`src/rtl/csa_resolver.sv`:
```
// Sequential carry-propagate resolver for a carry-save pair: result = sum + (carry << 1).
// Resolves CHUNK bits per cycle with a registered inter-chunk carry, behind valid/ready on both sides.
module csa_resolver #(
  parameter int WIDTH = 8,
  parameter int CHUNK = 4
) (
  input  logic             clk,
  input  logic             rst_n,
  input  logic             flush,
  input  logic             in_valid,
  output logic             in_ready,
  input  logic [WIDTH-1:0] in_sum,
  input  logic [WIDTH-1:0] in_carry,
  output logic             out_valid,
  input  logic             out_ready,
  output logic [WIDTH+1:0] out_result
);

  localparam int CHUNK_SAFE = (CHUNK < 1) ? 1 : CHUNK;
  localparam int NCHUNK     = WIDTH / CHUNK_SAFE;
  localparam int KW         = (NCHUNK > 1) ? $clog2(NCHUNK) : 1;
  localparam logic [KW-1:0] K_LAST = KW'(NCHUNK - 1);

  if (CHUNK < 1 || (WIDTH % CHUNK_SAFE) != 0) begin : g_bad_params
    $error("csa_resolver: CHUNK must be >= 1 and divide WIDTH");
  end

  typedef enum logic [1:0] {
    IDLE = 2'd0,
    BUSY = 2'd1,
    DONE = 2'd2
  } state_t;

  state_t                state_q, state_d;
  logic [KW-1:0]         k_q, k_d;
  logic                  cin_q, cin_d;
  logic [WIDTH+1:0]      res_q, res_d;
  logic [WIDTH-1:0]      s_q, s_d;
  logic [WIDTH:0]        c_q, c_d;

  logic                  accept;
  logic                  last;
  logic [CHUNK_SAFE-1:0] s_chunk;
  logic [CHUNK_SAFE-1:0] c_chunk;
  logic [CHUNK_SAFE:0]   chunk_sum;

  assign accept = (state_q == IDLE) && in_valid && !flush;
  assign last   = (k_q == K_LAST);

  // State register
  always_ff @(posedge clk or negedge rst_n) begin
    if (!rst_n) begin
      state_q <= IDLE;
    end else begin
      state_q <= state_d;
    end
  end

  // Next-state logic; flush overrides every other transition
  always_comb begin
    state_d = state_q;
    case (state_q)
      IDLE:    if (in_valid)  state_d = BUSY;
      BUSY:    if (last)      state_d = DONE;
      DONE:    if (out_ready) state_d = IDLE;
      default:                state_d = IDLE;
    endcase
    if (flush) state_d = IDLE;
  end

  // Output decode: everything comes from registers, nothing from the inputs
  always_comb begin
    in_ready   = (state_q == IDLE);
    out_valid  = (state_q == DONE);
    out_result = res_q;
  end

  // Chunk select and add
  always_comb begin
    s_chunk = '0;
    c_chunk = '0;
    for (int i = 0; i < NCHUNK; i++) begin
      if (k_q == KW'(i)) begin
        s_chunk = s_q[i*CHUNK_SAFE +: CHUNK_SAFE];
        c_chunk = c_q[i*CHUNK_SAFE +: CHUNK_SAFE];
      end
    end
    chunk_sum = {1'b0, s_chunk} + {1'b0, c_chunk} + {{CHUNK_SAFE{1'b0}}, cin_q};
  end

  // Control and result update
  always_comb begin
    k_d   = k_q;
    cin_d = cin_q;
    res_d = res_q;
    if (flush) begin
      k_d   = '0;
      cin_d = 1'b0;
      res_d = '0;
    end else if (accept) begin
      k_d   = '0;
      cin_d = 1'b0;
    end else if (state_q == BUSY) begin
      for (int i = 0; i < NCHUNK; i++) begin
        if (k_q == KW'(i)) begin
          res_d[i*CHUNK_SAFE +: CHUNK_SAFE] = chunk_sum[CHUNK_SAFE-1:0];
        end
      end
      cin_d = chunk_sum[CHUNK_SAFE];
      if (last) begin
        // Top two bits fold the shifted-out carry MSB with the final chunk carry.
        res_d[WIDTH]   = c_q[WIDTH] ^ chunk_sum[CHUNK_SAFE];
        res_d[WIDTH+1] = c_q[WIDTH] & chunk_sum[CHUNK_SAFE];
      end else begin
        k_d = k_q + 1'b1;
      end
    end
  end

  always_ff @(posedge clk or negedge rst_n) begin
    if (!rst_n) begin
      k_q   <= '0;
      cin_q <= 1'b0;
      res_q <= '0;
    end else begin
      k_q   <= k_d;
      cin_q <= cin_d;
      res_q <= res_d;
    end
  end

  // Operand capture: only loaded on accept, so no reset needed
  always_comb begin
    s_d = accept ? in_sum : s_q;
    c_d = accept ? {in_carry, 1'b0} : c_q;
  end

  always_ff @(posedge clk) begin
    s_q <= s_d;
    c_q <= c_d;
  end

endmodule

```
`config.mk`:
```
export PLATFORM = sky130hd
export DESIGN_NAME = csa_resolver
export DESIGN_NICKNAME = d
export VERILOG_FILES = /design/src/rtl/csa_resolver.sv
export SDC_FILE = /design/constraint.sdc
export NUM_CORES = 1
export LEC_CHECK = 0
export ABC_CLOCK_PERIOD_IN_PS = 3000
export BUFFER_PORTS_ARGS = -buffer_cell sky130_fd_sc_hd__buf_2
export CAP_MARGIN = 20
export CELL_PAD_IN_SITES_DETAIL_PLACEMENT = 1
export CELL_PAD_IN_SITES_GLOBAL_PLACEMENT = 1
export CORE_MARGIN = 8
export CORE_UTILIZATION = 41
export CTS_CLUSTER_SIZE = 10
export DETAILED_ROUTE_END_ITERATION = 10
export HOLD_SLACK_MARGIN = 0.08
export PLACE_DENSITY = 0.85
export SYNTH_ARGS = -nofsm -noshare
export SYNTH_HDL_FRONTEND = slang
export SYNTH_SLANG_ARGS = --single-unit
export TNS_END_PERCENT = 50
```
`constraint.sdc`:
```
create_clock -name clk -period 3 [get_ports clk]
set_clock_uncertainty 0.2 [all_clocks]
set_input_delay 0.6 -clock clk [delete_from_list [all_inputs] [get_ports clk]]
set_output_delay 0.6 -clock clk [all_outputs]
set_load 0.1 [all_outputs]
```
# Word-level counts from Yosys, hierarchy flattened
# Cells that the tools add are included.
# classes
addsub,3
eq_ne,7
mux,20
bitwise,2
n_reduce_logical,10
# ops
cell,count
2-to-1 mux 10 bit,3
2-to-1 mux 4 bit,4
2-to-1 mux 2 bit,5
AND reduction 3 bit,3
2-to-1 mux 1 bit,7
!= test 3 bit (second input constant),2
case mux 2 bit (3 select lines),1
adder 4 x 4 -> 5 bit,1
adder 5 x 1 -> 5 bit,1
!= test 2 bit (second input constant),2
nonzero test 2 bit,2
!= test 3 x 2 -> 1 bit (second input constant),1
nonzero test 3 bit,1
equality test 2 x 1 -> 1 bit (second input constant),1
equality test 2 bit (second input constant),1
logical AND 1 bit,2
zero test 2 bit,1
adder 1 bit (second input constant),1
AND 1 bit,1
zero test 1 bit,1
XOR 1 bit,1
# word_totals
register_bits,30
inputBits,21
out_inout_bits,12
wordCells,49

# Logic depth before layout (Yosys ltp)
# Gate-level depths: netlist (run 1).
# depth
word_depth,8
depth_mapped,10

# Worst setup path after synthesis (run 1)
# Ideal clock, no wire load.
# synth_path
path_kind,input-to-reg
start,input port flush
end,"register c_q[1], enable pin"
setup_ns,0.409
t_arrival_ns,1.985
required_time_ns,2.391
setup_slack_ns,0.406
stages,2
cell_sequence,clkbuf_1 nor3_1
# synth_via
elab_chain_len,2
# synth_lines
element,line_no,text
from (decl),9,"input logic flush,"
zero test 1 bit,47,assign accept = (state_q == IDLE) && in_valid && !flush;
logical AND 1 bit,47,
net accept,41,logic accept;
to (signal assigned),140,c_q <= c_d;
to (decl),39,"logic [WIDTH:0] c_q, c_d;"
# The timed path passes the listed nets, and every way through them passes these cells.
# A chain may end at the register's enable or synchronous reset.

# Final worst setup path (run 1)
# layout_path
start,register k_q
end,register res_q[8] (netlist: out_result[8])
# layout_via
elab_chain_len,8
# layout_lines
element,line_no,text
from (decl),35,"logic [KW-1:0] k_q, k_d;"
from (signal assigned),126,k_q <= k_d;
2-to-1 mux 4 bit,83,if (k_q == KW'(i)) begin
adder 4 x 4 -> 5 bit,88,"chunk_sum = {1'b0, s_chunk} + {1'b0, c_chunk} + {{CHUNK_SAFE{1'b0}}, cin_q};"
adder 5 x 1 -> 5 bit,88,
XOR 1 bit,112,res_d[WIDTH] = c_q[WIDTH] ^ chunk_sum[CHUNK_SAFE];
2-to-1 mux 2 bit,110,if (last) begin
2-to-1 mux 10 bit,103,end else if (state_q == BUSY) begin
2-to-1 mux 10 bit,100,end else if (accept) begin
2-to-1 mux 10 bit,96,if (flush) begin
to (signal assigned),128,res_q <= res_d;
to (decl),37,"logic [WIDTH+1:0] res_q, res_d;"
# Parallel ways exist; a longest one is shown, timed or not. The select of a mux whose other input is x is not followed.

==> results_dict.tcl, run 1 <==
set metrics [dict create \
    numCtsBuffers 5 \
    worst-path-max-fanout 12 \
    row_count 21 \
    layout_setup_ws_ns 0.204 \
    ctsRootBufferMaster "clkbuf_4" \
    hold_viol 0 \
    yosysWarnings 0 \
    fin_setup_tns_ns 0 \
    drt_wl_total_um 2800 \
    critPathCaptureType "flop" \
    num_vias 922 \
    avgRoutedWirePerCell_um 14.8 \
    slew-limit-headroom_pct 64.2 \
    synth_top_cell_by_area "edfxtp_1" \
    initialDrtViolationCount 23 \
    leakage_nw 0.745 \
    clock_sinks 30 \
    clock_path_buffers 2 \
    nNetsFinal 169 \
    pre_cts_ws_ns 0.210 \
    clk-insertion-delay-late_ns 0.32 \
    period_minus_slack_ns 2.80 \
    dr_wl_met3_um 212 \
    post-dp-hpwl_um 2160 \
    post-route-drc-count 0 \
    worst_pin_slew_ns 0.536 \
    cts_tree "built" \
    wl_met2_um 1350 \
    arrival_ns 2.80 \
    grt_overflow_total 0 \
    htreeDepth 2 \
    max_stage_delay_ns 0.63 \
    dieArea_um2 5420 \
    ys_seq_area_share_pct 61.0 \
    ir_drop_v 0.000250 \
    fin_crit_sh_pct 93.2 \
    drive_above_1_share_pct 31.5 \
    p_per_area_nw_per_um2 542 \
    timing.rr.start "k_q$_DFFE_PN0P_" \
    die_w_um 73.6 \
    grt_first_pass_wirelength_um 4830 \
    io_pins 33 \
    syn-num-nets 133 \
    start_util_pct 41.8 \
    worst_hold_path_type "in2reg" \
    first_global_vias 1042 \
    gp_congestion 0.749 \
    synth_area_um2 1360 \
    grt_max_degree 20 \
    drtPass1Iterations 4 \
    layout_commonest_cell "buf_2" \
    rsz0062_at_grt "no" \
    top_layer_used "met4" \
    drv_cap 0 \
    startpoint "k_q$_DFFE_PN0P_" \
    slew_viol_final 0 \
    antenna_found_initial 0 \
    synth_top_area_share_pct 35.3 \
    ctsResizeCount 0 \
    clk_pin_slew_worst_paths_ns 0.09 \
    mostFrequentLayoutCells "buf_2 (32), edfxtp_1 (16), nor2_1 (14), dfrtp_1 (14), a21oi_1 (8)" \
    avgSynthCellArea_um2 12.8 \
    cts_setup_buffers 0 \
    wl_met1_um 1190 \
    fmax_mhz 358 \
    path_cells "mux2i_1 -> fa_1 -> fa_1 -> nor2b_1 -> o21ai_0 -> nand2_1 -> ha_1 -> mux2i_1 -> nor2_1" \
    ys_ff_latch 30 \
    worst-setup-path-type "reg2reg" \
    worstPathRequired_ns 3.00 \
    grt_use_total_pct 11.8 \
    synthToLayoutAreaGrowth_pct 19.2 \
    port_buffers 32 \
    synthCells 106 \
    finalSetupViolCount 0 \
    drt-vias-per-instance 4.88 \
    final_antenna_net_count 0 \
    hp-start "in_sum[1]" \
    ys_top_cells_by_area "edfxtp_1 (35%), dfrtp_1 (26%), mux2i_1 (5.1%)" \
    crit_slowest_cell "dfrtp_1" \
    synth.distinct_cells 31 \
    start_kind "flop" \
    outcome "completed" \
    n_antenna_cell 0 \
    core_um2 3260 \
    die_height_um 73.6 \
]
critical path, delay by kind of cell, from the launching register on:
family	cells	cell delay [ns]
AOI/OAI and AO/OA	1	0.11
adders and majority gates	3	1.11
DFF	1	0.63
muxes	2	0.32
and+or+nand+nor	3	0.30
layout make-up:
| class | count | area (um2) |
|---|---|---|
| fill | 372 | 1640 |
| clock inverter | 2 | 8.76 |
| multi-input combinational | 65 | 484 |
| timing repair buffer | 34 | 178 |
| clock buffer | 6 | 41.3 |
| inverter | 6 | 22.5 |
| tap | 46 | 57.6 |
| sequential | 30 | 831 |
through the flow:
stage                     hold slack (ns)  utilization, %  instances  instance area [um2]  power, W
final                               0.246            49.8        189                 1620  0.000879
after global routing                0.217            49.8        189                 1620  0.000929
after CTS                           0.223            49.8        189                 1620  0.000894
after detailed placement            0.301            48.0        180                 1560  0.000669
after global placement              0.291            48.0        180                 1560  0.000659
after floorplan                     0.104               -        106                 1360  0.000621
sequential cells by signal (all words and copies together) (netlist names):
signal / flops
cin_q: 1
k_q: 1
c_q: 8
state_q: 2
s_q: 8
out_result: 10
metal layers:
layer  GRT usage [%]  vias up
li1                -      443
met1            13.4      444
met2            18.8       30
met3            5.46        5
met4            4.66        0
met5               0        -
Yosys cell counts:
master,number
a21oi_1,8
nor2_1,14
nor3_1,1
nor2b_1,2
nor4bb_1,1
buf_6,1
nand3b_1,1
nor3b_2,1
mux2_2,4
o21a_1,1
o21ai_0,3
nor4_1,2
mux2i_1,7
xnor2_1,1
fa_1,2
buf_1,1
inv_1,6
and2b_1,1
edfxtp_1,16
buf_2,2
ha_1,4
clkbuf_1,1
nand2_1,3
or3b_1,1
dfrtp_1,14
a211oi_1,1
nand2b_1,2
a221o_1,1
a21o_1,1
or2b_1,2
a311o_1,1
final timing paths:
check / end / slack (ns) / depth (start not counted)
setup / recovery: out_result[8]$_DFFE_PN0P_ / 0.20 / 9
min in group asynchronous: out_result[3]$_DFFE_PN0P_ / 0.49 / 2
hold reg to reg: out_result[4]$_DFFE_PN0P_ / 0.32 / 2
setup reg to reg: out_result[8]$_DFFE_PN0P_ / 0.20 / 9
max in group asynchronous: out_result[8]$_DFFE_PN0P_ / 1.87 / 2
hold / removal: s_q[1]$_DFFE_PP_ / 0.25 / 1
kinds of logic after synthesis:
kind of cell	count (synthesis)	synth area share (%)
fa+ha+maj	6	6.62
compound gates	16	7.17
flops	30	61.0
simple gates	31	12.3
buf+inv	11	3.77
xor+xnor	1	0.643
mux	11	8.46
timing repair:
action / in CTS / in global routing
hold buffers: 1 / 0
hold endpoints to repair: 14 / 0
endpoints found under the setup margin: 0 / 0
power breakdown:
group / internal [W] / leakage, nW / switching (W)
Sequential: 0.000457 / 0.340 / 0.0000141
Combinational: 0.0000574 / 0.375 / 0.000129
Clock: 0.0000878 / 0.0297 / 0.000133
Power figures use the tool's default switching activity.
==> run 2: changes to the inputs <==
Settings changed: CORE_MARGIN 8 to 4.
==> run 2 against run 1 <==
Setup slack improved by 0.035 ns. Flip-flop and latch count unchanged. Global-route usage increased by 2.4 points. Clock power increased by 42%. Routed wire length decreased by 8.0%.
==> results_dict.tcl, run 2 (synthesis gave the netlist of run 1 again) <==
set metrics [dict create \
    outcome "completed" \
    post-route-drc-count 0 \
    antenna_found_initial 0 \
    drive_above_1_share_pct 32.9 \
    hold_viol 0 \
    worst-path-max-fanout 12 \
    cts_hold_buf 1 \
    worst-setup-path-type "reg2reg" \
    grt_use_total_pct 14.2 \
    core_um2 3100 \
    period_minus_slack_ns 2.76 \
    io_pins 33 \
    slew_viol_final 0 \
    nNetsFinal 169 \
    start_util_pct 43.9 \
    top_layer_used "met4" \
    grt_overflow_total 0 \
    row_count 20 \
    numCtsBuffers 5 \
    mostFrequentLayoutCells "buf_2 (32), edfxtp_1 (16), nor2_1 (14), dfrtp_1 (14), a21oi_1 (8)" \
    path_cells "mux2i_1 -> fa_1 -> fa_1 -> nor2b_1 -> o21ai_0 -> nand2_1 -> ha_1 -> mux2i_1 -> nor2_1" \
    rsz0062_at_grt "no" \
    drtPass1Iterations 4 \
    p_per_area_nw_per_um2 588 \
    gp_congestion 0.840 \
    clk-insertion-delay-late_ns 0.33 \
    worst_hold_path_type "in2reg" \
    ir_drop_v 0.000347 \
    crit_slowest_cell "dfrtp_1" \
    clock_path_buffers 2 \
    worstPathRequired_ns 3.01 \
    instances_no_fill 187 \
    wl_met1_um 1100 \
    finalSetupViolCount 0 \
    worst_pin_slew_ns 0.497 \
    htreeDepth 2 \
    initialDrtViolationCount 44 \
    dieArea_um2 4310 \
    clock_sinks 30 \
    wl_met2_um 1270 \
    final_area_um2 1650 \
    utilization_pct 53.1 \
    start_kind "flop" \
    clk_pin_slew_worst_paths_ns 0.10 \
    drv_cap 0 \
    port_buffers 32 \
    timing.critical_path.max_delay_family "adder cells" \
    fin_setup_tns_ns 0 \
    place_area_um2 1560 \
    max_stage_delay_ns 0.61 \
    synthToLayoutAreaGrowth_pct 21.0 \
    die_w_um 65.6 \
    fin_crit_sh_pct 92.0 \
    grt_max_degree 20 \
    die_height_um 65.6 \
    cts_setup_buffers 0 \
    drt-vias-per-instance 4.83 \
    leakage_nw 0.760 \
    largest_reg_flops 10 \
    dr_wl_met3_um 173 \
    drt_wl_total_um 2580 \
    ctsResizeCount 0 \
    grt_first_pass_wirelength_um 4580 \
    critPathCaptureType "flop" \
    fmax_mhz 362 \
    ctsRootBufferMaster "clkbuf_4" \
    avgRoutedWirePerCell_um 13.8 \
    layout_commonest_cell "buf_2" \
    final_antenna_net_count 0 \
    num_vias 903 \
    n_antenna_cell 0 \
    cts_tree "built" \
    crit_buf_inv 0 \
    first_global_vias 1000 \
    slew-limit-headroom_pct 66.8 \
    arrival_ns 2.77 \
    dp.cells 178 \
]
-- run 2: layout make-up --
class	instances	area, um2
clock inverters	3	40.0
clock buffers	5	37.5
repair buffers	34	178
well taps	44	55.1
inverters	6	22.5
flip-flops and latches	30	831
fillers	346	1460
multi-input cells	65	484
-- run 2: final timing paths --
kind,start,endpoint,slack (ns),cells after the start
max,k_q$_DFFE_PN0P_,out_result[8]$_DFFE_PN0P_,0.24,9
min,in_carry[1],c_q[2]$_DFFE_PP_,0.24,1
max reg2reg,k_q$_DFFE_PN0P_,out_result[8]$_DFFE_PN0P_,0.24,9
min reg2reg,out_result[4]$_DFFE_PN0P_,out_result[4]$_DFFE_PN0P_,0.33,2
max in group asynchronous,rst_n,k_q$_DFFE_PN0P_,1.87,2
min in group asynchronous,rst_n,out_result[7]$_DFFE_PN0P_,0.48,2
-- run 2: report_power, final --
group,total (W),internal (W),switching (W)
Sequential,0.000470,0.000457,0.0000134
Combinational,0.000185,0.0000573,0.000128
Clock,0.000313,0.000172,0.000141
-- run 2: per-layer routing --
metal,vias to the layer above,GRT usage (%)
li1,443,-
met1,425,17.4
met2,29,22.7
met3,6,5.81
met4,0,4.66
met5,-,0
-- run 2: stage by stage --
step,power [W],hold WS [ns],setup WS [ns]
after detailed placement,0.000666,0.316,0.262
after floorplan,0.000621,0.104,0.406
after global placement,0.000659,0.292,0.401
final,0.000969,0.239,0.239
after CTS,0.000983,0.224,0.221
after global routing,0.00103,0.205,0.0404
